### src/rtl/paula_audio_mixer_new.sv
// Paula audio mixer: scales four channel samples by their volumes with one
// shared multiplier and sums them into Amiga stereo pairs
// (left = ch0 + ch3, right = ch1 + ch2).
// A new mix is published once every five 7 MHz enables.
module paula_audio_mixer_new #(
    parameter bit MIX_SWAP = 1'b0
) (
    input  logic               clk,
    input  logic               reset,
    input  logic               clk7_en,
    input  logic [7:0]         sample0,
    input  logic [7:0]         sample1,
    input  logic [7:0]         sample2,
    input  logic [7:0]         sample3,
    input  logic [6:0]         vol0,
    input  logic [6:0]         vol1,
    input  logic [6:0]         vol2,
    input  logic [6:0]         vol3,
    input  logic [3:0]         chmask,
    output logic signed [15:0] left,
    output logic signed [15:0] right,
    output logic               out_stb
);

    typedef enum logic [2:0] {
        SLOT0 = 3'd0,
        SLOT1 = 3'd1,
        SLOT2 = 3'd2,
        SLOT3 = 3'd3,
        SLOT4 = 3'd4
    } SlotState;

    SlotState         slot_q, slot_d;
    logic [3:0][7:0]  sampSnap_q;
    logic [3:0][6:0]  volSnap_q;
    logic [3:0]       maskSnap_q;
    logic [15:0]      accL_q, accL_d;
    logic [15:0]      accR_q, accR_d;
    logic [15:0]      left_q, right_q;
    logic             outStb_q, outStb_d;

    logic [7:0]       selSamp;
    logic [6:0]       selVol;
    logic             selMask;
    logic [6:0]       effVol;
    logic [15:0]      sampExt, volExt, prod;

    // Slot sequencer: 0 publishes and snapshots, 1..4 each handle one channel.
    always_comb begin
        slot_d = SLOT0;
        case (slot_q)
            SLOT0:   slot_d = SLOT1;
            SLOT1:   slot_d = SLOT2;
            SLOT2:   slot_d = SLOT3;
            SLOT3:   slot_d = SLOT4;
            SLOT4:   slot_d = SLOT0;
            default: slot_d = SLOT0;
        endcase
    end

    // Route the snapshot of the channel owned by this slot into the shared multiplier.
    always_comb begin
        selSamp = 8'd0;
        selVol  = 7'd0;
        selMask = 1'b0;
        case (slot_q)
            SLOT1: begin
                selSamp = sampSnap_q[0];
                selVol  = volSnap_q[0];
                selMask = maskSnap_q[0];
            end
            SLOT2: begin
                selSamp = sampSnap_q[1];
                selVol  = volSnap_q[1];
                selMask = maskSnap_q[1];
            end
            SLOT3: begin
                selSamp = sampSnap_q[2];
                selVol  = volSnap_q[2];
                selMask = maskSnap_q[2];
            end
            SLOT4: begin
                selSamp = sampSnap_q[3];
                selVol  = volSnap_q[3];
                selMask = maskSnap_q[3];
            end
            default: begin
                selSamp = 8'd0;
                selVol  = 7'd0;
                selMask = 1'b0;
            end
        endcase
    end

    // Volume bit 6 means full scale (64) regardless of the low bits; the 16-bit
    // truncated product of sign-extended operands is the exact signed result.
    always_comb begin
        effVol  = selVol[6] ? 7'd64 : {1'b0, selVol[5:0]};
        sampExt = {{8{selSamp[7]}}, selSamp};
        volExt  = {9'd0, effVol};
        prod    = selMask ? (sampExt * volExt) : 16'd0;
    end

    // First channel of each pair loads its accumulator, the second adds to it.
    always_comb begin
        accL_d = accL_q;
        accR_d = accR_q;
        case (slot_q)
            SLOT1:   accL_d = prod;
            SLOT2:   accR_d = prod;
            SLOT3:   accR_d = accR_q + prod;
            SLOT4:   accL_d = accL_q + prod;
            default: begin
                accL_d = accL_q;
                accR_d = accR_q;
            end
        endcase
    end

    // Strobe accompanies the publishing enable edge and is cleared on the next clk.
    always_comb begin
        outStb_d = clk7_en && (slot_q == SLOT0);
    end

    // Enable-gated state: sequencer, snapshots, accumulators and published outputs.
    always_ff @(posedge clk) begin
        if (clk7_en) begin
            if (reset) begin
                slot_q     <= SLOT0;
                sampSnap_q <= '0;
                volSnap_q  <= '0;
                maskSnap_q <= '0;
                accL_q     <= '0;
                accR_q     <= '0;
                left_q     <= '0;
                right_q    <= '0;
            end else begin
                slot_q <= slot_d;
                accL_q <= accL_d;
                accR_q <= accR_d;
                if (slot_q == SLOT0) begin
                    sampSnap_q <= {sample3, sample2, sample1, sample0};
                    volSnap_q  <= {vol3, vol2, vol1, vol0};
                    maskSnap_q <= chmask;
                    left_q     <= MIX_SWAP ? accR_q : accL_q;
                    right_q    <= MIX_SWAP ? accL_q : accR_q;
                end
            end
        end
    end

    // Strobe register runs on every clk so the pulse is exactly one clk wide.
    always_ff @(posedge clk) begin
        if (reset) begin
            outStb_q <= 1'b0;
        end else begin
            outStb_q <= outStb_d;
        end
    end

    assign left    = left_q;
    assign right   = right_q;
    assign out_stb = outStb_q;

endmodule

### config.mk
export PLATFORM = sky130hd
export DESIGN_NAME = paula_audio_mixer_new
export DESIGN_NICKNAME = d
export VERILOG_FILES = /design/src/rtl/paula_audio_mixer_new.sv
export SDC_FILE = /design/constraint.sdc
export NUM_CORES = 1
export LEC_CHECK = 0
export ABC_AREA = 1
export CAP_MARGIN = 15
export CORE_UTILIZATION = 50
export DETAILED_ROUTE_END_ITERATION = 8
export PLACE_DENSITY = 0.77
export SLEW_MARGIN = 20
export SYNTH_ARGS = -nofsm -noshare
export SYNTH_HDL_FRONTEND = slang
export SYNTH_SLANG_ARGS = --single-unit
### constraint.sdc
create_clock -name clk -period 10.6 [get_ports clk]
set_input_delay 3.18 -clock clk [delete_from_list [all_inputs] [get_ports clk]]
set_output_delay 3.18 -clock clk [all_outputs]
set_load 0.005 [all_outputs]
== Yosys cells after proc, flatten, opt, wreduce, memory -nomap -nowiden ==
Index checks and enable logic that the tools add are counted.

* Input port bits: 67
* Output and inout bits: 33
* Flip-flop bits (word level): 132

* Add/sub/neg operators: 2
* Eq/ne operators: 4
* Reductions and logical operators: 8
* Mux-type cells: 13
* Multipliers: 1

{| class="wikitable"
|+ Operator list
! cell !! number
|-
| $pmux 16 s2 || 2
|-
| $mux 16 || 3
|-
| $add 16x16->16 || 2
|-
| $mux 32 || 1
|-
| $pmux 8 s4 || 1
|-
| $mux 28 || 1
|-
| $pmux 7 s4 || 1
|-
| $mul 8x8->16 || 1
|-
| $pmux 3 s4 || 1
|-
| $mux 7 || 1
|-
| $eq 3x2->1 const B || 2
|-
| $reduce_and 2->1 || 3
|-
| $reduce_bool 3->1 || 2
|-
| $mux 4 || 1
|-
| $pmux 1 s4 || 1
|-
| $eq 3x1->1 const B || 1
|-
| $eq 3x3->1 const B || 1
|-
| $logic_not 3->1 || 1
|-
| $reduce_bool 2->1 || 1
|-
| $logic_and 1x1->1 || 1
|}

== Logic depth before layout (Yosys ltp) ==
Gate-level depths: netlist of run 1.

* Depth after elaboration: 7
* Gate-level depth with buffers: 41

== Least setup slack after synthesis of run 1 ==
Ideal clock, no wire load.

* Path type: input to register
* From: input port reset
* To: register left_q[0] (netlist: left[0]) (enable)
* Setup slack: -0.340 ns
* Stages on the path: 3
* Arrival: 10.257 ns
* Cells stage by stage: clkbuf_1 inv_1 o21ai_0

* Word-level cells in the longest chain between the ends: 2

{| class="wikitable"
|+ Ends and longest elaborated chain
! what !! RTL line !! source
|-
| from (decl) || 9 || <nowiki>input logic reset,</nowiki>
|-
| $reduce_bool 2->1 (no line) || - ||
|-
| $reduce_and 2->1 (no line) || - ||
|-
| to (signal assigned) || 145 || <nowiki>left_q <= MIX_SWAP ? accR_q : accL_q;</nowiki>
|-
| to (decl) || 39 || <nowiki>logic [15:0] left_q, right_q;</nowiki>
|}

Every way passes these cells.
A chain may end at the register's enable or synchronous reset.

== Worst setup path in the final report of run 1 ==
* From: register slot_q[1]
* To: register accL_q[11], data pin

* Word-level cells in the longest chain between the ends: 7
* Elaborated cells between the ends (all ways): 12
* Those cells by class: 1 x add/sub; 1 x mul; 4 x eq/ne; 6 x mux

{| class="wikitable"
|+ Ends and longest elaborated chain
! what !! RTL line !! source
|-
| from (decl) || 33 || <nowiki>SlotState slot_q, slot_d;</nowiki>
|-
| from (signal assigned) || 138 || <nowiki>slot_q <= slot_d;</nowiki>
|-
| $eq 3x3->1 (tied with other cells) || 66, 108 ||
|-
| $pmux 7 s4 || 66 || <nowiki>case (slot_q)</nowiki>
|-
| $mux 7 || 98 || <nowiki>effVol = selVol[6] ? 7'd64 : {1'b0, selVol[5:0]};</nowiki>
|-
| $mul 8x8->16 || 101 || <nowiki>prod = selMask ? (sampExt * volExt) : 16'd0;</nowiki>
|-
| $mux 16 || 101 ||
|-
| $add 16x16->16 || 112 || <nowiki>SLOT4: accL_d = accL_q + prod;</nowiki>
|-
| $pmux 16 s2 * || 108 || <nowiki>case (slot_q)</nowiki>
|-
| to (signal assigned) || 139 || <nowiki>accL_q <= accL_d;</nowiki>
|-
| to (decl) || 37 || <nowiki>logic [15:0] accL_q, accL_d;</nowiki>
|}

Mark *: on every way between the ends. The rest lies on a longest branch, timed or not.

==> results.yml, run 1 <==
timing:
  fin_crit_sh_pct: 74.6
  slew_headroom_pct: 28.8
  clock_skew_ns: 0.0121
  slew_violations: 0
  rsz0062_at_grt: "false"
  hold_viol: 0
  setup_viol: 0
  max_freq_mhz: 126
  holdWs_ns: 0.574
  finalCriticalPeriod_ns: 7.91
  tightest_slew_ns: 1.07
  totalNegativeSetupSlack_ns: 0
synthesis:
  seq_area_frac_synth_pct: 40.3
  synthFlopType: "edfxtp_1"
  ys_types: 38
  synth_nets: 1391
  synth_top_cell_by_area: "edfxtp_1"
  ys_warn_count: 0
  synthCells: 1213
  synth_top_area_share_pct: 40.1
  synth_area_leaders: "edfxtp_1 40%, inv_1 11%, nand2_1 10%"
  synth-edff-count: 131
  async_flop_share_pct: 0
  syn_area_mm2: 0.00981
  syn_avg_cell_area_um2: 8.09
  synth_seq_cells: 132
setup_path:
  worstRegToRegCells: 33
  r2r-start: "slot_q[1]"
  cp-start-kind: "flop"
  cp_slowest_cell: "nand3_1"
  cp_data_required_time_ns: 10.82
  endpoint_kind: "flop"
  cp_common_cell: "nand2_1"
  r2r_end: "accL_q[11]"
  crit_type: "flop to flop"
  crit_start: "slot_q[1]"
  worstPathArrival_ns: 8.13
  cp_max_fo: 26
  critPathCapture: "accL_q[11]"
  reg2reg_setup_slack_ns: 2.69
  cpPeakStageDelay_ns: 0.66
place:
  hpwl_um: 17100
  portBuffers: 99
  dpl_cell_area_mm2: 0.0111
  gp_congestion: 0.953
clock_tree:
  numCtsBuffers: 17
  clk_latency_ns: 0.44
  path_clk_slew_ns: 0.06
  cts-hold-fix-buffers: 0
  cts_tree: "yes"
  clock-root-buffer: "clkbuf_16"
  cts_sinks: 132
  h-tree-depth: 4
  cts_resized: 0
  cts_setup_buffers: 0
  cts.path.max_buffers: 2
cells_and_area:
  ff_latch_area_mm2: 0.00395
  diodes: 0
  final.fill_count: 1616
  layout.nets: 1489
  drive_above_1_share_pct: 4.38
  multi_input_area_mm2: 0.00468
  synthToLayoutAreaGrowth_pct: 19.2
  fin_util_pct: 61.7
  final_cell_area_mm2: 0.0117
global_routing:
  grt_overflow: 0
  antenna_found_initial: 0
  grt_max_degree: 107
  grt_pass1_wl_um: 38300
  grt_pass1_vias: 7739
  track_usage_pct: 24.8
power:
  p_sw_mw: 0.450
  power.internal_mw: 1.15
  p_leak_nw: 5.76
  power_frac_comb_pct: 20.3
  total_power_mw: 1.60
  peakVddDrop_mv: 0.125
  p_clk_share_pct: 40.5
  sw_frac_of_total_pct: 28.0
  pwr-share-seq_pct: 39.2
  powerDensity_mw_per_mm2: 137
floorplan:
  num_rows: 50
  start_util_pct: 51.8
  coreArea_mm2: 0.0190
  die_area_mm2: 0.0202
  pin_count: 100
  die_h_um: 142
  die_w_um: 142
hold_path:
  holdPathStages: 2
  hold_path_class: "flop to flop"
detailed_routing:
  drt-initial-drc-count: 717
  drc: 0
  final_antenna_net_count: 0
  route.vias.total: 8025
  wl_um: 23300
  drt-wirelength-per-cell_um: 14.7
  viasPerCell: 5.07
  firstDrtPassIters: 5
outcome:
  outcome: "finished clean"
run:
  max-cap-violations: 0
[through the flow]
stage / std cells / worst slack, ns
2_1_floorplan: 1213 / 2.26
3_3_place_gp: 1552 / 2.94
3_5_place_dp: 1552 / 2.87
4_1_cts: 1584 / 2.82
5_1_grt: 1584 / 2.06
6_report: 1584 / 2.69
[registers in the layout (all words and copies together) (netlist names)]
register,count
sampSnap_q,32
maskSnap_q,4
slot_q,3
right,16
out_stb,1
accR_q,16
accL_q,16
left,16
volSnap_q,28
[layout by cell type, fill, tap and decap left out, types with 5 or more instances in the layout]
| master | netlist | layout |
|---|---|---|
| xor2_1 | 6 | 6 |
| clkbuf_16 | 0 | 17 |
| a22o_1 | 6 | 6 |
| o21ai_0 | 26 | 25 |
| nand3_1 | 52 | 52 |
| inv_2 | 8 | 8 |
| edfxtp_1 | 131 | 131 |
| o21ai_1 | 8 | 8 |
| nand4_1 | 11 | 11 |
| ha_1 | 63 | 63 |
| clkdlybuf4s50_1 | 0 | 98 |
| a21oi_1 | 52 | 52 |
| fa_1 | 48 | 48 |
| nand2_1 | 261 | 261 |
| or2_2 | 7 | 7 |
| bufinv_16 | 0 | 5 |
| nor2_1 | 188 | 188 |
| xnor2_1 | 7 | 7 |
| inv_1 | 282 | 282 |
[metal layers]
layer / part of all wire, % / wire, um / track usage [%]
met1: 45 / 10500 / 33.9
met2: 46 / 10600 / 39.5
met3: 7.6 / 1780 / 5.32
met4: 1.6 / 374 / 7.70
met5: 0 / 0 / 0
[power by group through the flow]
stage          combinational, mW  sequential, mW  clock, mW
6_report                   0.326           0.629      0.650
5_1_grt                    0.369           0.632      0.674
4_1_cts                    0.325           0.629      0.653
3_5_place_dp               0.321           0.640          0
3_3_place_gp               0.315           0.638          0
2_1_floorplan              0.215           0.641          0
[worst min path at each step]
stage | end | startpoint | slack (ns)
2_1_floorplan | left[0] | accL_q[0] | 0.54
3_3_place_gp | left[14] | accL_q[14] | 0.56
3_5_place_dp | right[14] | accR_q[14] | 0.57
4_1_cts | right[14] | accR_q[14] | 0.58
5_1_grt | right[9] | accR_q[9] | 0.60
6_report | right[14] | accR_q[14] | 0.57
[synthesized netlist by cell type, types with 3 or more instances]
cell / instances
buf_2: 5
inv_1: 282
xnor2_1: 7
nand3b_1: 3
fa_1: 48
o21ai_1: 8
a21oi_1: 52
clkbuf_1: 15
ha_1: 63
a22o_1: 6
nand2_1: 261
or2_2: 7
nand4_1: 11
nor3_1: 4
edfxtp_1: 131
o21bai_1: 3
o22ai_1: 4
xor2_1: 6
nand3_1: 52
inv_2: 8
nor2_1: 188
o21ai_0: 26
[logic make-up (layout without fill, tap and decap cells)]
group           Yosys count  in the layout  synth area share (%)
simple gates            535            535                  22.2
buf+inv                 312            423                  12.1
flops                   132            132                  40.3
fa+ha+maj               111            111                  17.8
compound gates          110            110                  6.43
xor+xnor                 13             13                  1.16
[critical path, delay by kind of cell (launching register included)]
kind | cells | cell delay, ns
flip-flops | 1 | 0.45
adder cells (fa/ha/maj) | 6 | 2.57
buffers and inverters | 8 | 1.01
AND/OR/NAND/NOR | 17 | 3.08
AO/OA/AOI/OAI | 2 | 0.57
[cell type report]
class                           count  share of cell area (%)
Inverter                          290                    9.31
Sequential cell                   132                    33.8
Tap cell                          260                    2.78
Timing Repair Buffer              101                    8.58
Multi-Input combinational cell    769                    40.1
Clock buffer                       17                    3.64
Clock inverter                     15                    1.81
Note: power is estimated with default switching activity, not from simulation.
==> inputs of run 2 (changes only) <==
==> constraint.sdc (replaced) <==
create_clock -name clk -period 7.1 [get_ports clk]
set_input_delay 2.13 -clock clk [delete_from_list [all_inputs] [get_ports clk]]
set_output_delay 2.13 -clock clk [all_outputs]
set_load 0.005 [all_outputs]
==> run 2 against run 1 <==
Against the previous run:
- fmax up 16%
- worst setup slack worse by 2.4 ns
- highest routed layer unchanged
- core utilization up 0.90 points
- largest power group is now registers
- sequential share of layout area down 0.48 points
==> results.yml, run 2 (synthesis gave the netlist of run 1 again) <==
clock_tree:
  clk_latency_ns: 0.43
  h-tree-depth: 4
  path_clk_slew_ns: 0.06
  cts_sinks: 132
  clock-root-buffer: "clkbuf_16"
  cts.path.max_buffers: 2
  cts_tree: "yes"
  numCtsBuffers: 17
  cts-hold-fix-buffers: 0
cells_and_area:
  fin_util_pct: 62.6
  synthToLayoutAreaGrowth_pct: 20.9
  ff_latch_area_mm2: 0.00395
  diodes: 0
  final_common_cell: "inv_1"
  multi_input_area_mm2: 0.00473
  largestRegisters: "sampSnap_q x32, volSnap_q x28"
  top_register: "sampSnap_q"
  mostFrequentLayoutCells: "282 x inv_1, 258 x nand2_1, 186 x nor2_1"
  drive_above_1_share_pct: 6.63
  final.fill_count: 1595
  largest_reg_flops: 32
  layout.nets: 1507
setup_path:
  worstPathArrival_ns: 7.02
  critical_path.top_delay_family: "adder cells"
  crit_type: "flop to flop"
  cp-start-kind: "flop"
  endpoint_kind: "flop"
  cp_data_required_time_ns: 7.33
  critPathBufInv: 11
  cp_common_cell: "nand2_1"
  cp_slowest_cell: "fa_1"
  cp_max_fo: 10
  cpPeakStageDelay_ns: 0.54
power:
  sw_frac_of_total_pct: 29.3
  p_leak_nw: 5.84
  total_power_mw: 2.36
  peakVddDrop_mv: 0.183
  p_clk_share_pct: 38.8
  power_frac_comb_pct: 21.5
  pwr-share-seq_pct: 39.7
  p_sw_mw: 0.692
  power.internal_mw: 1.67
  powerDensity_mw_per_mm2: 199
global_routing:
  grt_overflow: 0
  track_usage_pct: 25.2
  grt_pass1_wl_um: 39000
  grt_pass1_vias: 7974
  grt_max_degree: 60
  antenna_found_initial: 0
outcome:
  outcome: "finished clean"
detailed_routing:
  drc: 0
  final_antenna_net_count: 0
  wl_um: 24000
  route.vias.total: 8299
  firstDrtPassIters: 7
  drt-wirelength-per-cell_um: 15.0
  drt-initial-drc-count: 778
  viasPerCell: 5.18
floorplan:
  die_w_um: 142
  die_h_um: 142
  start_util_pct: 51.8
  coreArea_mm2: 0.0190
  pin_count: 100
  num_rows: 50
  die_area_mm2: 0.0202
timing:
  hold_viol: 0
  setup_viol: 0
  totalNegativeSetupSlack_ns: 0
  fin_crit_sh_pct: 95.7
  tightest_slew_ns: 0.932
  max_freq_mhz: 147
  slew_headroom_pct: 37.6
  clock_skew_ns: 0.0115
  finalCriticalPeriod_ns: 6.79
  slew_violations: 0
place:
  hpwl_um: 18000
  gp_congestion: 0.955
  portBuffers: 99
hold_path:
  hold_path_class: "flop to flop"
run:
  max-cap-violations: 0
[run 2: tightest hold or removal path: stages (launching register included)]
cell and delay [ns]:
edfxtp_1 0.36, inv_1 0.04, nor2_1 0.07
[run 2: worst paths after layout]
kind,end,depth (start not counted),from,slack [ns]
setup / recovery,accL_q[11],36,slot_q[1],0.31
hold / removal,right[10],2,accR_q[10],0.59
setup reg to reg,accL_q[11],36,slot_q[1],0.31
hold reg to reg,right[10],2,accR_q[10],0.59
[run 2: power by group through the flow]
stage          Sequential, mW  Clock (mW)  Combinational, mW
2_1_floorplan           0.954           0              0.321
3_3_place_gp            0.954           0              0.474
3_5_place_dp            0.955           0              0.486
4_1_cts                 0.939       0.922              0.491
5_1_grt                 0.944       0.949              0.571
6_report                0.940       0.917              0.508
[run 2: layer usage]
layer  track usage, %  part of all wire, %  wire length [um]
met5                0                    0                 0
met4             9.79                  2.7               648
met3             4.41                  7.8              1870
met2             40.3                   46             10900
met1             34.2                   44             10600
[run 2: final cells by class]
cell class	instances	share of cell area, %
clock buffers	18	3.62
clock inverters	14	1.51
inverters	290	9.26
multi-input cells	769	39.9
flip-flops and latches	132	33.3
well taps	260	2.74
repair buffers	119	9.63
[run 2: timing repair]
item	CTS	global route
setup buffers	0	11
setup endpoints to repair	0	15
gates resized for setup	0	20
[run 2: metrics by stage]
stage	hold WS, ns	setup slack [ns]	std cells	cell area (um^2)
floorplan	0.537	1.13	1213	9820
global placement	0.564	0.214	1559	11100
detailed placement	0.563	0.0877	1559	11100
CTS	0.578	0.0366	1591	11700
global route	0.605	-0.0357	1602	11900
finish	0.586	0.308	1602	11900
